[config.mk]
export PLATFORM = sky130hd
export DESIGN_NAME = obi_protocol_monitor_flat
export DESIGN_NICKNAME = d
export VERILOG_FILES = /design/src/rtl/obi_protocol_monitor_if.sv /design/src/rtl/obi_protocol_monitor.sv /design/src/flat_wrapper.sv
export SDC_FILE = /design/constraint.sdc
export NUM_CORES = 1
export LEC_CHECK = 0
export CAP_MARGIN = 0
export CORE_MARGIN = 5
export CORE_UTILIZATION = 50
export CTS_BUF_LIST = sky130_fd_sc_hd__clkbuf_4 sky130_fd_sc_hd__clkbuf_8 sky130_fd_sc_hd__clkbuf_16
export CTS_CLUSTER_SIZE = 24
export DETAILED_ROUTE_END_ITERATION = 16
export PLACE_DENSITY = 0.87
export SLEW_MARGIN = 20
export SYNTH_ARGS = -nofsm -noshare
export SYNTH_HDL_FRONTEND = slang
export SYNTH_SLANG_ARGS = --single-unit
[constraint.sdc]
create_clock -name clk_i -period 3.7 [get_ports clk_i]
set_input_delay 0.925 -clock clk_i [delete_from_list [all_inputs] [get_ports clk_i]]
set_output_delay 0.925 -clock clk_i [all_outputs]
set_load 0.02 [all_outputs]
[src/rtl/obi_protocol_monitor_if.sv]
// One OBI manager link: address/write channel plus response channel.
// A monitor modport exposes every signal read-only so taps can never drive the bus.
interface obi_protocol_monitor_if #(
    parameter int ADDR_WIDTH = 32,
    parameter int DATA_WIDTH = 32
) ();
    logic                      req;
    logic                      gnt;
    logic [ADDR_WIDTH-1:0]     addr;
    logic                      we;
    logic [DATA_WIDTH/8-1:0]   be;
    logic [DATA_WIDTH-1:0]     wdata;
    logic                      rvalid;
    logic                      rready;
    logic [DATA_WIDTH-1:0]     rdata;
    logic                      err;

    modport master (
        output req, addr, we, be, wdata, rready,
        input  gnt, rvalid, rdata, err
    );

    modport slave (
        input  req, addr, we, be, wdata, rready,
        output gnt, rvalid, rdata, err
    );

    modport monitor (
        input req, gnt, addr, we, be, wdata, rvalid, rready, rdata, err
    );
endinterface

[src/rtl/obi_protocol_monitor.sv]
// OBI compliance monitor: handshake stability, R-5 ordering, overflow and response timeout checks.
// Flags/capture register one cycle after detection, irq one cycle later; passive, never back-pressures.
module obi_protocol_monitor #(
    parameter int ADDR_WIDTH      = 32,
    parameter int DATA_WIDTH      = 32,
    parameter int MAX_OUTSTANDING = 4,
    parameter int TIMEOUT_CYCLES  = 256,
    localparam int CNT_WIDTH      = $clog2(MAX_OUTSTANDING + 1)
) (
    input  logic                        clk_i,
    input  logic                        rst_i,
    input  logic                        clear_i,
    obi_protocol_monitor_if.monitor     obi,
    output logic [CNT_WIDTH-1:0]        outstanding_o,
    output logic [6:0]                  violation_o,
    output logic                        first_valid_o,
    output logic [2:0]                  first_code_o,
    output logic [ADDR_WIDTH-1:0]       first_addr_o,
    output logic [31:0]                 first_time_o,
    output logic                        irq_o
);
    localparam int BE_WIDTH = DATA_WIDTH / 8;
    localparam int TW       = (TIMEOUT_CYCLES > 0) ? $clog2(TIMEOUT_CYCLES + 1) : 1;
    localparam logic [CNT_WIDTH-1:0] CNT_MAX = CNT_WIDTH'(MAX_OUTSTANDING);
    localparam logic [TW-1:0]        T_MAX   = TW'(TIMEOUT_CYCLES);
    localparam logic [TW-1:0]        T_LAST  = TW'((TIMEOUT_CYCLES > 0) ? TIMEOUT_CYCLES - 1 : 0);

    logic                   prev_pend;
    logic                   prev_rsp_pend;
    logic [ADDR_WIDTH-1:0]  prev_addr;
    logic                   prev_we;
    logic [BE_WIDTH-1:0]    prev_be;
    logic [DATA_WIDTH-1:0]  prev_wdata;
    logic [DATA_WIDTH-1:0]  prev_rdata;
    logic                   prev_err;

    logic [CNT_WIDTH-1:0]   cnt_q, cnt_d;
    logic [TW-1:0]          timer_q, timer_d;
    logic [31:0]            cycle_cnt;

    logic                   acc, rsp, rsp_ok, cnt_zero, take;
    logic [6:0]             det;
    logic [2:0]             first_idx;

    assign outstanding_o = cnt_q;

    always_comb begin
        acc      = obi.req & obi.gnt;
        rsp      = obi.rvalid & obi.rready;
        cnt_zero = (cnt_q == '0);
        rsp_ok   = rsp & ~cnt_zero;

        det    = '0;
        det[0] = prev_pend & ~obi.req;
        det[1] = prev_pend & obi.req &
                 ({obi.addr, obi.we, obi.be} != {prev_addr, prev_we, prev_be});
        det[2] = prev_pend & obi.req & prev_we & (obi.wdata != prev_wdata);
        det[3] = prev_rsp_pend &
                 (~obi.rvalid | ({obi.rdata, obi.err} != {prev_rdata, prev_err}));
        // A grant in this same cycle does not make an early response legal.
        det[4] = obi.rvalid & cnt_zero;
        det[5] = acc & (cnt_q == CNT_MAX) & ~rsp_ok;

        cnt_d = cnt_q;
        if (acc & ~rsp_ok & (cnt_q != CNT_MAX)) begin
            cnt_d = cnt_q + CNT_WIDTH'(1);
        end else if (rsp_ok & ~acc) begin
            cnt_d = cnt_q - CNT_WIDTH'(1);
        end

        // Timer saturates so a single stall raises the timeout exactly once.
        timer_d = '0;
        if ((TIMEOUT_CYCLES != 0) && !rsp && !cnt_zero) begin
            timer_d = (timer_q == T_MAX) ? T_MAX : timer_q + TW'(1);
            det[6]  = (timer_q == T_LAST);
        end

        first_idx = '0;
        for (int i = 6; i >= 0; i--) begin
            if (det[i]) begin
                first_idx = 3'(i);
            end
        end

        take = (|det) & (~first_valid_o | clear_i);
    end

    always_ff @(posedge clk_i) begin
        if (rst_i) begin
            prev_pend     <= 1'b0;
            prev_rsp_pend <= 1'b0;
            prev_addr     <= '0;
            prev_we       <= 1'b0;
            prev_be       <= '0;
            prev_wdata    <= '0;
            prev_rdata    <= '0;
            prev_err      <= 1'b0;
            cnt_q         <= '0;
            timer_q       <= '0;
            cycle_cnt     <= '0;
            violation_o   <= '0;
            irq_o         <= 1'b0;
            first_valid_o <= 1'b0;
            first_code_o  <= '0;
            first_addr_o  <= '0;
            first_time_o  <= '0;
        end else begin
            prev_pend     <= obi.req & ~obi.gnt;
            prev_rsp_pend <= obi.rvalid & ~obi.rready;
            prev_addr     <= obi.addr;
            prev_we       <= obi.we;
            prev_be       <= obi.be;
            prev_wdata    <= obi.wdata;
            prev_rdata    <= obi.rdata;
            prev_err      <= obi.err;
            cnt_q         <= cnt_d;
            timer_q       <= timer_d;
            cycle_cnt     <= cycle_cnt + 32'd1;
            // A violation coinciding with clear survives it.
            violation_o   <= (clear_i ? 7'd0 : violation_o) | det;
            irq_o         <= |violation_o;
            if (take) begin
                first_valid_o <= 1'b1;
                first_code_o  <= first_idx;
                first_addr_o  <= obi.addr;
                first_time_o  <= cycle_cnt;
            end else if (clear_i) begin
                first_valid_o <= 1'b0;
                first_code_o  <= '0;
                first_addr_o  <= '0;
                first_time_o  <= '0;
            end
        end
    end
endmodule
[src/flat_wrapper.sv]
// flat-port wrapper written by rule: the top's interface ports become plain ports
module obi_protocol_monitor_flat 
#(
    parameter int ADDR_WIDTH      = 32,
    parameter int DATA_WIDTH      = 32,
    parameter int MAX_OUTSTANDING = 4,
    parameter int TIMEOUT_CYCLES  = 256,
    localparam int CNT_WIDTH      = $clog2(MAX_OUTSTANDING + 1)
)
  (clk_i, rst_i, clear_i, outstanding_o, violation_o, first_valid_o, first_code_o, first_addr_o, first_time_o, irq_o, obi_req, obi_gnt, obi_addr, obi_we, obi_be, obi_wdata, obi_rvalid, obi_rready, obi_rdata, obi_err);
  obi_protocol_monitor_if #(.ADDR_WIDTH(ADDR_WIDTH), .DATA_WIDTH(DATA_WIDTH)) obi_i ();
  input  logic clk_i;
  input  logic rst_i;
  input  logic clear_i;
  output logic [CNT_WIDTH-1:0] outstanding_o;
  output logic [6:0] violation_o;
  output logic first_valid_o;
  output logic [2:0] first_code_o;
  output logic [ADDR_WIDTH-1:0] first_addr_o;
  output logic [31:0] first_time_o;
  output logic irq_o;
  input wire logic [$bits(obi_i.req)-1:0] obi_req;
  input wire logic [$bits(obi_i.gnt)-1:0] obi_gnt;
  input wire logic [$bits(obi_i.addr)-1:0] obi_addr;
  input wire logic [$bits(obi_i.we)-1:0] obi_we;
  input wire logic [$bits(obi_i.be)-1:0] obi_be;
  input wire logic [$bits(obi_i.wdata)-1:0] obi_wdata;
  input wire logic [$bits(obi_i.rvalid)-1:0] obi_rvalid;
  input wire logic [$bits(obi_i.rready)-1:0] obi_rready;
  input wire logic [$bits(obi_i.rdata)-1:0] obi_rdata;
  input wire logic [$bits(obi_i.err)-1:0] obi_err;
  assign obi_i.req = obi_req;
  assign obi_i.gnt = obi_gnt;
  assign obi_i.addr = obi_addr;
  assign obi_i.we = obi_we;
  assign obi_i.be = obi_be;
  assign obi_i.wdata = obi_wdata;
  assign obi_i.rvalid = obi_rvalid;
  assign obi_i.rready = obi_rready;
  assign obi_i.rdata = obi_rdata;
  assign obi_i.err = obi_err;
  obi_protocol_monitor #(.ADDR_WIDTH(ADDR_WIDTH), .DATA_WIDTH(DATA_WIDTH), .MAX_OUTSTANDING(MAX_OUTSTANDING), .TIMEOUT_CYCLES(TIMEOUT_CYCLES)) u_core (.clk_i(clk_i), .rst_i(rst_i), .clear_i(clear_i), .obi(obi_i), .outstanding_o(outstanding_o), .violation_o(violation_o), .first_valid_o(first_valid_o), .first_code_o(first_code_o), .first_addr_o(first_addr_o), .first_time_o(first_time_o), .irq_o(irq_o));
endmodule
==> tab_implementation.tex <==
\begin{tabular}{lr}
\hline
Metric & Value \\
\hline
\multicolumn{2}{l}{\textbf{Run status}} \\
\quad Status & finished, final reports clean \\
\multicolumn{2}{l}{\textbf{Power}} \\
\quad Lkg Pwr & 4.68 nW \\
\quad Maximum ir drop on the vdd rail & 0.303 mV \\
\quad Power density relative to cell area & 475 nW/um\^{}2 \\
\quad Power Total & 5.56 mW \\
\multicolumn{2}{l}{\textbf{Synthesis}} \\
\quad Top flip-flop cell by instance count after synthesis & sky130\_fd\_sc\_hd\_\_dfxtp\_1 \\
\quad Netlist Area Pre-Place & 8800 sq um \\
\quad Cell count after synthesis & 921 \\
\quad Average instance area after synthesis & 9.56 sq um \\
\quad Distinct cells, synth & 42 \\
\quad Share of the yosys chip area belonging to registers & 0.509 \\
\quad Async set-or-reset flop fraction in the synthesized netlist & 0 \\
\quad Synthesis-stage register bit count & 224 \\
\quad EDFF count, synth & 0 \\
\quad YS warnings & 0 \\
\quad Post-synthesis net count & 1,035 \\
\multicolumn{2}{l}{\textbf{Critical path}} \\
\quad Reg2reg path depth & 8 \\
\quad Ordered list of cells on the worst path & clkdlybuf4s50\_1, xor2\_1, nor4\_1, nand4\_1, o41a\_1, o41ai\_4, buf\_12, mux2i\_1, nor2\_1 \\
\quad Kind of capture point of the worst setup path & register \\
\quad Highest-delay cell along the critical path & sky130\_fd\_sc\_hd\_\_o41a\_1 \\
\quad Category of cells accounting for the largest share of critical-path delay & compound AO/OA/AOI/OAI gates \\
\quad Buffering stage count on the worst path with inverters included & 2 \\
\quad Reg-to-Reg Start & u\_core.prev\_rdata[16] \\
\quad RR Endpoint & u\_core.first\_time\_o[19] \\
\quad Type of the worst setup path & input port to register \\
\quad Delay of the slowest cell on the worst path & 500 ps \\
\quad Arrival time of data at the critical path endpoint & 3670 ps \\
\quad Number of stages on the worst setup path & 9 \\
\quad Endpoint required time on the critical path & 4040 ps \\
\quad Startpoint Class & input port \\
\quad Top fanout value on the critical path & 39 \\
\quad Worst-case register-to-register setup slack & 930 ps \\
\multicolumn{2}{l}{\textbf{Timing}} \\
\quad Worst slew margin & 0.540 \\
\quad Worst hold-check slack & 468 ps \\
\quad Total negative setup slack & 0 ps \\
\quad Post-layout min period & 3330 ps \\
\quad Final hold vios & 0 \\
\quad Transition time at the pin with the least slew margin & 690 ps \\
\quad Highest attainable clock frequency & 0.301 GHz \\
\quad Worst Skew & 22.4 ps \\
\quad Unrepaired setup endpoints after global routing & no \\
\quad Final period utilization & 0.899 \\
\quad Final count of negative-setup-slack endpoints & 0 \\
\quad Final worst-path setup slack & 374 ps \\
\quad Slew Limit Fails & 0 \\
\multicolumn{2}{l}{\textbf{Placement}} \\
\quad Global placer's final weighted congestion & 0.789 \\
\quad Pre-CTS setup slack & -96.6 ps \\
\quad Number of cells after detailed placement & 1,305 \\
\quad DP Area & 10,900 sq um \\
\quad Hpwl dp & 14.3 mm \\
\quad Number of buffer cells added on primary ports & 187 \\
\multicolumn{2}{l}{\textbf{CTS}} \\
\quad Setup Fix Bufs, Post-CTS & 0 \\
\quad Number of levels in the clock H-tree & 1 \\
\quad Count of clock tree sinks & 224 \\
\quad Clock buffer count from CTS & 23 \\
\quad Clock buffer depth & 3 \\
\quad Worst skew pair latency & 500 ps \\
\quad Clock tree root buffer cell & sky130\_fd\_sc\_hd\_\_clkbuf\_16 \\
\quad TritonCTS clock tree & done \\
\quad Cts repair resizes & 0 \\
\quad Hold buffer count at cts & 0 \\
\quad Clock Pin Slew Worst Setup and Hold Paths & 60 ps \\
\multicolumn{2}{l}{\textbf{GRT}} \\
\quad Largest net degree at the start of global routing & 74 \\
\quad Number of antenna violations at the first check in global routing & 0 \\
\quad GRT Residual Overflow & 0 \\
\quad Global routing usage summed across all routing layers & 0.199 \\
\quad Number of global-route vias before repair & 6,826 \\
\quad First-pass GRT wire length & 33.7 mm \\
\multicolumn{2}{l}{\textbf{Cells and area}} \\
\quad Area of the multi-input gates & 4010 sq um \\
\quad Fill cells & 1,361 \\
\quad Final nets & 1,219 \\
\quad Fraction of layout instances using a drive strength above 1 & 0.0500 \\
\quad Post-route insts no fill & 1,345 \\
\quad Most frequent cells in the layout & 224 x sky130\_fd\_sc\_hd\_\_dfxtp\_1, 186 x sky130\_fd\_sc\_hd\_\_clkdlybuf4s50\_1, 105 x sky130\_fd\_sc\_hd\_\_nor2b\_1, 87 x sky130\_fd\_sc\_hd\_\_xor2\_1, 79 x sky130\_fd\_sc\_hd\_\_nor2\_1 \\
\quad Synthesis-to-layout area growth & 32.8\% \\
\quad Layout Utilization & 0.676 \\
\quad Most common cell after layout, fill and taps aside & sky130\_fd\_sc\_hd\_\_dfxtp\_1 \\
\quad Antenna fix cells & 0 \\
\quad Summed area of non-filler cells in the final layout & 11,700 sq um \\
\quad Footprint of the flip-flops and latches & 4480 sq um \\
\multicolumn{2}{l}{\textbf{Routing}} \\
\quad Count of vias placed by the detailed router & 6,769 \\
\quad Routed length per instance & 15.3 microns \\
\quad Wirelength, routed & 20.6 mm \\
\quad First-pass DRT Iterations & 4 \\
\quad Detail-routed via count per cell & 5.03 \\
\quad Remaining antenna violation count after routing & 0 \\
\quad Drc violations & 0 \\
\quad DR iter-0 viols & 294 \\
\multicolumn{2}{l}{\textbf{Floorplan}} \\
\quad Num ports & 188 \\
\quad Number of rows in the core area & 48 \\
\quad Die W & 143 microns \\
\quad Die span in y & 143 microns \\
\quad Initial core utilization & 0.509 \\
\quad Placeable Area & 17,300 sq um \\
\quad Die Outline Area & 20,400 sq um \\
\multicolumn{2}{l}{\textbf{Hold path}} \\
\quad Startpoint of the tightest hold check path & u\_core.first\_addr\_o[31] \\
\quad Cell count of the worst hold path & 2 \\
\quad Type of the worst min-delay path & register to register \\
\quad WHS Endpoint & u\_core.first\_addr\_o[31] \\
\multicolumn{2}{l}{\textbf{Job}} \\
\quad Maxcap violations & 0 \\
\hline
\end{tabular}
final cells by class:
type                    instances  area share
clock buffers                  28      0.0540
clock inverters                12      0.0102
inverters                      39      0.0125
multi-input cells             618       0.343
flip-flops and latches        224       0.383
well taps                     225      0.0241
repair buffers                199       0.173
registers in the layout, summed over array words and instances, names as in the netlist:
register / flops
u_core.cycle_cnt: 32
u_core.first_addr_o: 32
u_core.first_time_o: 32
u_core.prev_addr: 32
u_core.prev_rdata: 32
u_core.prev_wdata: 32
u_core.timer_q: 9
u_core.violation_o: 7
u_core.prev_be: 4
u_core.first_code_o: 3
u_core.outstanding_o: 3
u_core.first_valid_o: 1
u_core.irq_o: 1
u_core.prev_err: 1
u_core.prev_pend: 1
u_core.prev_rsp_pend: 1
u_core.prev_we: 1
cell usage after synthesis (all sizes together) (3+ instances only):
| library cell | number | area [sq um] |
|---|---|---|
| xnor2 | 47 | 412 |
| or3 | 7 | 43.8 |
| and3 | 8 | 50.1 |
| mux2i | 32 | 320 |
| a31oi | 3 | 18.8 |
| a21oi | 19 | 95.1 |
| nor3 | 7 | 35.0 |
| dfxtp | 224 | 4480 |
| nor2b | 105 | 657 |
| nor4 | 19 | 119 |
| inv | 39 | 146 |
| nand2b | 34 | 213 |
| nand4 | 21 | 131 |
| buf | 11 | 68.8 |
| o21ai | 40 | 200 |
| nor2 | 80 | 300 |
| nand2 | 28 | 105 |
| ha | 4 | 50.1 |
| nand3 | 53 | 265 |
| o211ai | 3 | 22.5 |
| clkbuf | 29 | 109 |
| xor2 | 87 | 762 |
layer usage:
layer | global-route usage | vias to the layer above | part of all wire
li1 | - | 3401 | -
met1 | 0.251 | 3179 | 0.43
met2 | 0.347 | 152 | 0.48
met3 | 0.0378 | 37 | 0.056
met4 | 0.0590 | 0 | 0.025
met5 | 0 | - | 0
kinds of logic after synthesis:
group           count (synthesis)  share of synthesized area
mux                            32                     0.0364
flops                         224                      0.509
compound gates                 77                     0.0512
fa+ha+maj                       5                    0.00796
simple gates                  370                      0.225
xor+xnor                      134                      0.133
buf+inv                        79                     0.0368
worst reg2reg max path, stage by stage, from the launching register on:
cell                      delay, ps
sky130_fd_sc_hd__dfxtp_1        300
sky130_fd_sc_hd__xor2_1         160
sky130_fd_sc_hd__nor4_1         380
sky130_fd_sc_hd__nand4_1        190
sky130_fd_sc_hd__o41a_1         500
sky130_fd_sc_hd__o41ai_4        440
sky130_fd_sc_hd__buf_12         290
sky130_fd_sc_hd__mux2i_1        270
sky130_fd_sc_hd__nor2_1          70
where the power goes:
part	switching (mW)	total [mW]	leakage, nW	internal, mW
logic	0.343	0.701	2.46	0.358
registers	0.0623	2.58	1.84	2.52
clock network	0.919	2.27	0.375	1.35
worst max path at each step:
| stage | endpoint | from |
|---|---|---|
| final | u_core.first_time_o[19] | obi_rdata[24] |
| after CTS | u_core.first_time_o[19] | obi_rdata[24] |
| after global placement | u_core.first_time_o[20] | obi_addr[26] |
| after detailed placement | u_core.first_time_o[19] | obi_rdata[24] |
| after floorplan | u_core.first_time_o[28] | obi_rdata[11] |
| after global routing | u_core.first_time_o[19] | obi_rdata[24] |
(Power assumes the default switching activity.)
